<file path="src/rtl/cordic_pkg.sv">
// Shared definitions for the CORDIC request scheduler: FSM encoding,
// default data width and the watchdog counter sizing helper.
package cordic_pkg;

   localparam int DATA_W_DEF = 16;

   typedef enum logic [1:0] {
      ST_IDLE  = 2'd0,
      ST_ISSUE = 2'd1,
      ST_BUSY  = 2'd2,
      ST_RESP  = 2'd3
   } state_t;

   // Width of a counter that must reach timeout_cyc-1.
   function automatic int wd_width(input int timeout_cyc);
      return (timeout_cyc <= 2) ? 1 : $clog2(timeout_cyc);
   endfunction

endpackage

</file>
<file path="src/rtl/rr_arbiter.sv">
// Combinational round-robin arbiter: grants the first requester found at or
// after ptr, searching circularly.
module rr_arbiter #(
   parameter int NUM_REQ = 4,
   parameter int ID_W    = 2
) (
   input  logic [NUM_REQ-1:0] req,
   input  logic [ID_W-1:0]    ptr,
   output logic [NUM_REQ-1:0] grant,
   output logic [ID_W-1:0]    grant_id,
   output logic               any
);

   // Circular priority search starting at ptr.
   // NOTE: every output gets a default before the loop so no latch is inferred.
   always_comb begin
      int s;
      logic [ID_W-1:0] idx;
      grant    = '0;
      grant_id = '0;
      any      = 1'b0;
      s        = 0;
      idx      = '0;
      for (int i = 0; i < NUM_REQ; i++) begin
         s = int'(ptr) + i;
         if (s >= NUM_REQ) s = s - NUM_REQ;
         idx = ID_W'(s);
         if (!any && req[idx]) begin
            any        = 1'b1;
            grant[idx] = 1'b1;
            grant_id   = idx;
         end
      end
   end

endmodule

</file>
<file path="src/rtl/cordic_req_scheduler.sv">
// Shares one iterative CORDIC core among NUM_REQ requesters: round-robin
// accept, one-cycle start pulse, watchdog-guarded wait for done, and a
// held response tagged with the requester id.
module cordic_req_scheduler
   import cordic_pkg::*;
#(
   parameter int NUM_REQ     = 4,
   parameter int ID_W        = 2,
   parameter int DATA_W      = DATA_W_DEF,
   parameter int TIMEOUT_CYC = 64
) (
   input  logic                      clk,
   input  logic                      reset,
   input  logic [NUM_REQ-1:0]        req_valid,
   input  logic [NUM_REQ*DATA_W-1:0] req_theta,
   output logic [NUM_REQ-1:0]        req_ready,
   output logic                      rsp_valid,
   input  logic                      rsp_ready,
   output logic [ID_W-1:0]           rsp_id,
   output logic [DATA_W-1:0]         rsp_sine,
   output logic [DATA_W-1:0]         rsp_cosine,
   output logic                      rsp_error,
   output logic                      core_start,
   output logic [DATA_W-1:0]         core_theta,
   input  logic                      core_done,
   input  logic [DATA_W-1:0]         core_sine,
   input  logic [DATA_W-1:0]         core_cosine,
   output logic                      busy
);

   localparam int WD_W = wd_width(TIMEOUT_CYC);

   state_t              state, state_next;
   logic [ID_W-1:0]     rr_ptr;
   logic [ID_W-1:0]     ptr_next;
   logic [ID_W-1:0]     grant_id;
   logic [NUM_REQ-1:0]  grant;
   logic                grant_any;
   logic [DATA_W-1:0]   grant_theta;
   logic [WD_W-1:0]     watchdog;
   logic                wd_hit;

   rr_arbiter #(
      .NUM_REQ (NUM_REQ),
      .ID_W    (ID_W)
   ) u_arb (
      .req      (req_valid),
      .ptr      (rr_ptr),
      .grant    (grant),
      .grant_id (grant_id),
      .any      (grant_any)
   );

   assign ptr_next    = (grant_id == ID_W'(NUM_REQ-1)) ? '0 : grant_id + ID_W'(1);
   assign grant_theta = req_theta[int'(grant_id)*DATA_W +: DATA_W];
   assign wd_hit      = (watchdog == WD_W'(TIMEOUT_CYC-1));

   // State register.
   // NOTE: sequential state uses non-blocking assignments so every flop samples pre-edge values.
   always_ff @(posedge clk or posedge reset) begin
      if (reset) state <= ST_IDLE;
      else       state <= state_next;
   end

   // Next-state and handshake outputs; core_done is only honoured in BUSY,
   // and it wins over the watchdog when both occur together.
   always_comb begin
      state_next = state;
      req_ready  = '0;
      core_start = 1'b0;
      rsp_valid  = 1'b0;
      busy       = (state != ST_IDLE);
      case (state)
         ST_IDLE: begin
            if (grant_any) begin
               req_ready  = grant;
               state_next = ST_ISSUE;
            end
         end
         ST_ISSUE: begin
            core_start = 1'b1;
            state_next = ST_BUSY;
         end
         ST_BUSY: begin
            if (core_done || wd_hit) state_next = ST_RESP;
         end
         ST_RESP: begin
            rsp_valid = 1'b1;
            if (rsp_ready) state_next = ST_IDLE;
         end
         default: state_next = ST_IDLE;
      endcase
   end

   // Job datapath: accept latch, round-robin pointer, watchdog and result capture.
   always_ff @(posedge clk or posedge reset) begin
      if (reset) begin
         rr_ptr     <= '0;
         core_theta <= '0;
         rsp_id     <= '0;
         rsp_sine   <= '0;
         rsp_cosine <= '0;
         rsp_error  <= 1'b0;
         watchdog   <= '0;
      end else begin
         case (state)
            ST_IDLE: begin
               if (grant_any) begin
                  rr_ptr     <= ptr_next;
                  core_theta <= grant_theta;
                  rsp_id     <= grant_id;
               end
            end
            ST_ISSUE: watchdog <= '0;
            ST_BUSY: begin
               watchdog <= watchdog + WD_W'(1);
               if (core_done) begin
                  rsp_sine   <= core_sine;
                  rsp_cosine <= core_cosine;
                  rsp_error  <= 1'b0;
               end else if (wd_hit) begin
                  rsp_sine   <= '0;
                  rsp_cosine <= '0;
                  rsp_error  <= 1'b1;
               end
            end
            default: ;
         endcase
      end
   end

endmodule

</file>
<file path="config.mk">
export PLATFORM = sky130hd
export DESIGN_NAME = cordic_req_scheduler
export DESIGN_NICKNAME = d
export VERILOG_FILES = /design/src/rtl/cordic_pkg.sv /design/src/rtl/rr_arbiter.sv /design/src/rtl/cordic_req_scheduler.sv
export SDC_FILE = /design/constraint.sdc
export NUM_CORES = 1
export LEC_CHECK = 0
export ABC_AREA = 1
export BUFFER_PORTS_ARGS = -buffer_cell sky130_fd_sc_hd__clkbuf_2
export CORE_UTILIZATION = 44
export CTS_BUF_LIST = sky130_fd_sc_hd__clkbuf_2
export DETAILED_ROUTE_END_ITERATION = 16
export PLACE_DENSITY_LB_ADDON = 0.12
export SYNTH_ARGS = -nofsm -noshare
export SYNTH_HDL_FRONTEND = slang
export SYNTH_SLANG_ARGS = --single-unit
</file>
<file path="constraint.sdc">
create_clock -name clk -period 1.95 [get_ports clk]
set_input_delay 0.0975 -clock clk [delete_from_list [all_inputs] [get_ports clk]]
set_output_delay 0.0975 -clock clk [all_outputs]
set_load 0.05 [all_outputs]
</file>
Yosys cells after proc, flatten, opt, wreduce, memory -nomap -nowiden
Index checks and enable logic that the tools add are counted.
{"block": "word_totals", "ff_bits": 61, "inputBits": 104, "out_inout_bits": 58}
{"block": "classes", "addsub": 9, "magnitude_cmp": 12, "eq_ne": 8, "shift": 1, "n_mux": 47, "bitwise": 3, "reduce_logical": 18}
{"operator": "64-bit by 7-bit variable part select with 16-bit output", "n": 1}
{"operator": "16-bit 2-to-1 mux", "n": 3}
{"operator": "2-bit 2-to-1 mux", "n": 12}
{"operator": "4-bit 2-to-1 mux", "n": 6}
{"operator": "1-bit 2-to-1 mux", "n": 16}
{"operator": "2-bit by 3-bit < comparator with 1-bit output, second input constant", "n": 4}
{"operator": "4-bit bitwise OR", "n": 3}
{"operator": "6-bit case mux with 2 select lines", "n": 1}
{"operator": "3-bit >= comparator, second input constant", "n": 3}
{"operator": "1-bit binary-select mux with 2-bit select", "n": 4}
{"operator": "1-bit demux with 2-bit select", "n": 4}
{"operator": "2-bit by 1-bit >= comparator with 1-bit output, second input constant", "n": 4}
{"operator": "2-bit case mux with 4 select lines", "n": 1}
{"operator": "2-bit by 1-bit subtractor with 2-bit output, second input constant", "n": 4}
{"operator": "1-bit logical AND", "n": 7}
{"operator": "2-bit by 2-bit adder with 3-bit output, second input constant", "n": 2}
{"operator": "6-bit by 1-bit adder with 6-bit output, second input constant", "n": 1}
{"operator": "2-bit == test, second input constant", "n": 3}
{"operator": "6-bit == test, second input constant", "n": 1}
{"operator": "2-bit inequality test, second input constant", "n": 3}
{"operator": "2-bit nonzero test", "n": 3}
{"operator": "2-bit AND reduction", "n": 2}
{"operator": "2-bit by 1-bit adder with 3-bit output, second input constant", "n": 1}
{"operator": "2-bit by 3-bit >= comparator with 1-bit output, second input constant", "n": 1}
{"operator": "other kinds (6)", "n": 8}

Logic depth before layout (Yosys ltp)
Gate-level depths: netlist (run 1).
{"block": "depth", "word_depth": 16, "ltp_mapped": 15, "mapped_depth_nobuf": 13}

Hierarchy
Synthesis (run 1) repeated with hierarchy kept, for this count alone.
{"block": "hier_totals", "cells_unflattened": 479, "area_unflattened_um2": 3535.9}
{"module": "cordic_req_scheduler", "n_inst": 1, "cells_per_inst": 405, "area_each_um2": 3095.5, "seq_area_each_um2": 1526.5}
{"module": "rr_arbiter", "n_inst": 1, "cells_per_inst": 74, "area_each_um2": 440.4, "seq_area_each_um2": 0.0}

Worst setup path after synthesis (run 1)
No wires, ideal clock.
{"block": "synth_timing", "path_type": "reg-to-reg", "startpoint": "reg rr_ptr[0]", "endpoint": "reg core_theta[0]", "setup_time_ns": 0.130, "arrival_time_ns": 2.015, "t_required_ns": 1.820, "slack_ns": -0.195, "path_stages_with_launch": 15, "n_path_buf": 2, "path_cell_list": "dfrtp_1 buf_6 inv_8 ha_1 inv_2 nand3_1 nand2_1 nand3_2 nor2_4 nor2_1 nor2_4 nor2_8 buf_6 nand2_1 nand3_1"}
{"block": "synth_between", "elab_chain_len": 15, "word_cells_on_any_way": 39, "cone_classes": "7 x add/sub; 4 x order compare; 1 x shift; 20 x mux; 7 x reduce/logical"}
{"element": "start, declared", "line": "cordic_req_scheduler.sv:34", "rtl": "logic [ID_W-1:0] rr_ptr;"}
{"element": "start signal, assigned", "line": "cordic_req_scheduler.sv:109", "rtl": "rr_ptr <= ptr_next;"}
{"element": "branches (longest 15 deep; another with 2-bit by 1-bit adder with 3-bit output)"}
{"element": "end signal, assigned", "line": "cordic_req_scheduler.sv:110", "rtl": "core_theta <= grant_theta;"}
{"element": "end, declared", "line": "cordic_req_scheduler.sv:24", "rtl": "output logic [DATA_W-1:0] core_theta,"}
Several ways; the timed one is not identified. The select of a mux whose other input is x is not followed.
A chain may end at the register's enable or synchronous reset.

Worst setup path in the final report (run 1)
{"block": "layout_timing", "startpoint": "reg rr_ptr[0]", "endpoint": "reg core_theta[9]"}
The elaborated chain is that of the path after synthesis.

==> results of run 1 <==
## worst max path at each step
stage / start / end / slack (ns) / cells after the start
global placement: rr_ptr[0] / core_theta[12] / -0.04 / 14
CTS: rr_ptr[0] / req_ready[1] / -0.38 / 14
finish: rr_ptr[0] / core_theta[9] / -0.36 / 15
detailed placement: rr_ptr[0] / core_theta[13] / -0.11 / 14
global route: rr_ptr[0] / req_ready[3] / -0.50 / 12
floorplan: rr_ptr[0] / core_theta[0] / -0.06 / 14
## critical path: stages, from the launching register on
cell and delay (ns):
dfrtp_2 0.46, inv_8 0.05, ha_4 0.31, inv_4 0.05, nand3_2 0.05, nand2_2 0.08
buf_4 0.15, a21oi_4 0.17, nand2_2 0.08, nand3_4 0.11, buf_12 0.12, buf_4 0.12
buf_16 0.12, nand2_1 0.05, nand3_1 0.07, nand3_1 0.20
## routing by layer
metal | wire length, µm | vias to the layer above
li1 | - | 2042
met1 | 4870 | 2085
met2 | 6920 | 260
met3 | 1000 | 82
met4 | 759 | 2
met5 | 18 | -
## cell usage after synthesis (3+ instances only)
library cell / n
a21oi_1: 7
a22o_1: 32
buf_6: 6
clkbuf_1: 4
dfrtp_1: 61
ha_1: 13
inv_1: 52
inv_2: 6
nand2_1: 135
nand2_2: 7
nand3_1: 50
nand3_2: 5
nand4_1: 3
nor2_1: 15
nor2_4: 4
nor3_1: 3
o211ai_1: 9
o21ai_0: 4
or2_1: 6
## cells by family after synthesis
family	synth area share [%]
flops	42.1
simple gates	31.1
compound gates	12.5
fa+ha+maj	4.49
buf+inv	9.90
## through the flow
step / hold slack (ns) / setup TNS (ns)
2_1_floorplan: 0.237 / -0.800
3_3_place_gp: 0.124 / -0.310
3_5_place_dp: 0.130 / -1.22
4_1_cts: 0.00234 / -3.73
5_1_grt: 0.0494 / -7.98
6_report: 0.0479 / -4.92
## repair_timing
| item | in CTS | in global routing |
|---|---|---|
| setup buffers | 10 | 5 |
| endpoints found under the hold margin | 111 | 0 |
| hold buffers | 92 | 0 |
| setup endpoints to repair | 27 | 26 |
| resized for setup | 36 | 32 |
| cloned | 4 | 1 |
| pin swaps | 13 | 13 |
## final cells by class
type,instances,area [µm²],share of cell area (%)
flip-flops and latches,61,1530,24.4
clock inverters,7,75.1,1.20
clock buffers,9,45.0,0.719
inverters,59,236,3.78
well taps,102,128,2.04
multi-input cells,309,1920,30.6
repair buffers,299,2330,37.3
## power by group through the flow
| stage | logic (mW) | clock network, mW | registers, mW |
|---|---|---|---|
| 2_1_floorplan | 4.18 | 0 | 3.95 |
| 3_3_place_gp | 7.64 | 0 | 2.23 |
| 3_5_place_dp | 7.81 | 0 | 2.21 |
| 4_1_cts | 9.54 | 0.831 | 2.22 |
| 5_1_grt | 11.2 | 0.905 | 2.33 |
| 6_report | 10.5 | 0.816 | 2.26 |
## registers in the layout (all words and copies together) (netlist names)
signal      count
rsp_cosine     16
rsp_error       1
core_theta     16
rsp_sine       16
rsp_id          2
state           2
rr_ptr          2
watchdog        6
==> run metrics, run 1 <==
outcome finished with violations; violated checks setup timing; Mean Syn Cell Area 8.15 µm²; number of port buffers 161; Final Util 79.8%; Synth area leaders dfrtp_1 42%, nand2_1 14%, a22o_1 7.7%; RSZ-0062 raised after global routing true; Finished Layout Cells 846; sequential fraction of design power 16.7%; grt total ovfl 0; nets 856; Detail Placement HPWL 7400 µm; switching pwr 7.19 mW; die area 8610 µm²; Worst-path clk slew 0.23 ns; worst r2r src rr_ptr[0]; Synth Warn # 0; r2r endpoint core_theta[9]; switch share 53.1%; worst slew pin tran 0.469 ns; Clock Sinks 61; Pre-antenna DRT Iters 6; largest area contributor in the netlist dfrtp_1; busiest grt layer met2; Tot Pwr 13.5 mW; Inst Count DP 719; pre-CTS setup slack -0.106 ns; GRT Total Usage 32.6%; hold crit path type in2reg; crit path DAT 2.66 ns; Final min period 2.31 ns; Remaining DRCs 0; Num CTS Buffers 9; Post-synth ARST share 100%; reg2reg setup slack -0.36 ns; count of final setup violators 25; vias in the first global route 4536; Worst EP required 2.31 ns; critical path fanouts, max 10; Hold EP core_theta[3]; # diodes 0; met2 Use GR 54.2%; CTS tree done; relative slew slack 68.7%; clock latency on the worst-skew pair 0.51 ns; Hold Crit Depth 7; Clock power frac 6.0%; WL/cell 16.0 µm; final wirelength 13600 µm; post-route cell area 6260 µm²; Post-synth top flop dfrtp_1; final hold vios 0; initial cell density of the core 46.2%; Netlist cell types 35; Vias per Instance 5.28; core area 7850 µm²; most common cell after layout, fill and taps aside clkbuf_2; IO Count 162; pin count of the biggest net entering global routing 34; Die X 92.8 µm; f_max 0.434 GHz; crit end category flip-flop; Syn Nets 562; period utilization 118%; initial antenna violation count 1; leak pwr 3.41 nW; number of synthesized flops with an enable pin 0; most frequent cells in the layout 166 x clkbuf_2, 120 x nand2_1, 92 x dlygate4sd3_1; first-pass GRT wire length 21400 µm; Final Skew 0.0407 ns; area post-placement 4720 µm²; clk root buf clkbuf_2; # Max-Cap Violations 0; FF-to-FF path depth 15; peak supply drop 1180 µV; Setup CP Type reg2reg; ANT nets after route 0; PD cells 2160 nW/µm²; H-tree depth 3; Via Count 4471; max-slew violations 0; layout cells sized above 1 38.7%; Post-Syn Area 3630 µm²; # fillers 509; Comb power frac 77.3%; routability cong. 0.871; Area growth, synth to finish 72.7%; Synth Instances 445; register area share after synthesis 42.1%; Core Rows 32; Hold Startpoint req_theta[51]; grt met1 use 36.5%; crit path launch type flip-flop; Die Ht 92.8 µm; DRT iter0 DRCs 328; routing usage on met3 9.61%; CTS max path bufs 2; Final WS setup -0.356 ns; post-synth top area share 42.1%; #FFs+latches synth 61; Internal Power 6.35 mW
Power figures use the tool's default switching activity.
==> run 2, diff against run 1 <==
- BUFFER_PORTS_ARGS: -buffer_cell sky130_fd_sc_hd__clkbuf_2 -> -buffer_cell sky130_fd_sc_hd__buf_2
- SKIP_LAST_GASP: not set -> 1
==> run 2 against run 1 <==
Final area up 3.3%. Highest routed layer is now met4. Core utilization up 2.7 points. The flow still finishes with violations (setup timing). Count of clock-buffer cells in the layout unchanged. Via count up 0.96%. Global-route usage up 0.45 points. Clock skew down 0.017 ns. Maximum frequency down 3.8%. Critical endpoint is now req_ready[3]. Register-to-register slack worse by 0.06 ns. Cell count up 0.83%.
==> run metrics, run 2 (same netlist as run 1, synthesis figures left out) <==
crit path DAT 2.30 ns (-0.36 ns); relative slew slack 64.5% (-4.2 points); Final WS setup -0.448 ns (-0.0912 ns); Largest regs core_theta: 16 flops, rsp_cosine: 16 flops, rsp_sine: 16 flops; Num CTS Buffers 9 (unchanged); period utilization 123% (+4.7 points); Hold Crit Depth 7 (unchanged); Clock Sinks 61 (unchanged); f_max 0.417 GHz (-3.8%); RSZ-0062 raised after global routing true; crit path launch type flip-flop; DRT iter0 DRCs 211 (-36%); CTS max path bufs 2 (unchanged); Setup TNS -8.31 ns (-3.38 ns); Inst Count DP 718 (-0.14%); grt total ovfl 0 (unchanged); FF-to-FF path depth 15 (unchanged); post-route cell area 6470 µm² (+3.3%); Worst EP required 1.85 ns (-0.46 ns); most common cell after layout, fill and taps aside buf_2; Detail Placement HPWL 7320 µm (-1.1%); hold crit path type in2reg; Final min period 2.40 ns (+0.0912 ns); pre-CTS setup slack -0.109 ns (-0.00319 ns); layout cells sized above 1 42.5% (+3.8 points); outcome finished with violations; Via Count 4514 (+0.96%); number of port buffers 161 (unchanged); initial cell density of the core 46.2% (unchanged); H-tree depth 3 (unchanged); Vias per Instance 5.29 (+0.13%); count of final setup violators 26 (+4.0%); die area 8610 µm² (unchanged); violated checks setup timing; Core Rows 32 (unchanged); Worst-path clk slew 0.20 ns (-0.03 ns); pin count of the biggest net entering global routing 34 (unchanged); Pre-antenna DRT Iters 8 (+2); nets 863 (+0.82%); Finished Layout Cells 853 (+0.83%); most frequent cells in the layout 157 x buf_2, 109 x nand2_1, 90 x dlygate4sd3_1; final wirelength 14700 µm (+8.3%); Remaining DRCs 0 (unchanged); # diodes 0 (unchanged); core area 7850 µm² (unchanged); IO Count 162 (unchanged); critical path fanouts, max 5 (-5); # Max-Cap Violations 0 (unchanged); CTS tree done; Die Ht 92.8 µm (unchanged); Final Skew 0.0242 ns (-0.0166 ns); crit end category output pin; vias in the first global route 4678 (+3.1%); Area growth, synth to finish 78.5%; first-pass GRT wire length 22200 µm (+3.7%); Die X 92.8 µm (unchanged); worst slew pin tran 0.531 ns (+0.0622 ns); clk root buf clkbuf_2; WL/cell 17.2 µm (+7.4%); max-slew violations 0 (unchanged); routability cong. 0.849 (-2.6%); clock latency on the worst-skew pair 0.48 ns (-0.03 ns); ANT nets after route 0 (unchanged); area post-placement 4700 µm² (-0.42%); GRT Total Usage 33.0% (+0.45 points); Setup CP Type reg2out; final hold vios 0 (unchanged); initial antenna violation count 0 (-1)
[run 2: cell count changes in the layout (fill, tap and decap cells not counted), moves of 8 or more]
cell / before / now
nand3_1: 45 / 32
clkbuf_2: 166 / 9
nand3_2: 7 / 18
buf_4: 23 / 32
nand2_2: 20 / 28
buf_2: 0 / 157
nand2_1: 120 / 109
[run 2: final timing paths]
path	start	end	slack, ns
setup / recovery	rr_ptr[0]	req_ready[3]	-0.45
hold / removal	req_theta[1]	core_theta[1]	0.03
setup reg to reg	rr_ptr[0]	core_theta[6]	-0.42
hold reg to reg	core_theta[1]	core_theta[1]	0.50
max in group asynchronous	reset	watchdog[5]	1.05
min in group asynchronous	reset	state[1]	0.16
[run 2: through the flow]
step / hold WS, ns / utilization (%)
after floorplan: 0.237 / -
after global placement: 0.171 / 59.8
after detailed placement: 0.171 / 59.8
after CTS: 0.00476 / 79.6
after global routing: 0.0670 / 82.5
final: 0.0348 / 82.5
[run 2: layer usage]
layer  vias to the layer above  GRT usage, %  share of wire, %
li1                       2058             -                 -
met1                      2092          35.9                36
met2                       264          58.5                50
met3                       100          8.21               7.1
met4                         0          18.1               6.6
met5                         -             0                 0
[run 2: cell type report]
class,instances,area (µm²)
Tap cell,102,128
Clock inverter,7,98.8
Timing Repair Buffer,305,2370
Fill cell,458,1380
Sequential cell,61,1530
Timing Repair inverter,1,11.3
Inverter,59,246
Clock buffer,9,45.0
Multi-Input combinational cell,309,2050
[run 2: worst max-delay path: stages (launching register included)]
cell	delay [ns]
dfrtp_2	0.49
inv_8	0.07
ha_4	0.23
inv_6	0.09
nand3_4	0.07
nand2_4	0.10
nand3_4	0.07
nor2_4	0.14
buf_6	0.13
nand2_2	0.06
nand4_1	0.08
nand2_1	0.06
inv_1	0.08
buf_6	0.15
[run 2: what timing repair did]
item                                   4_1_cts  5_1_grt
cloned                                       7        0
hold buffers                                89        1
endpoints found under the hold margin       72        2
setup endpoints to repair                   25       26
gates resized for setup                     62       36
pin swaps                                   29       18
buffers inserted                            13        9
Power of run 2 is not shown: default switching activity piles up to over one toggle a cycle in this logic, so the estimate is an artifact.
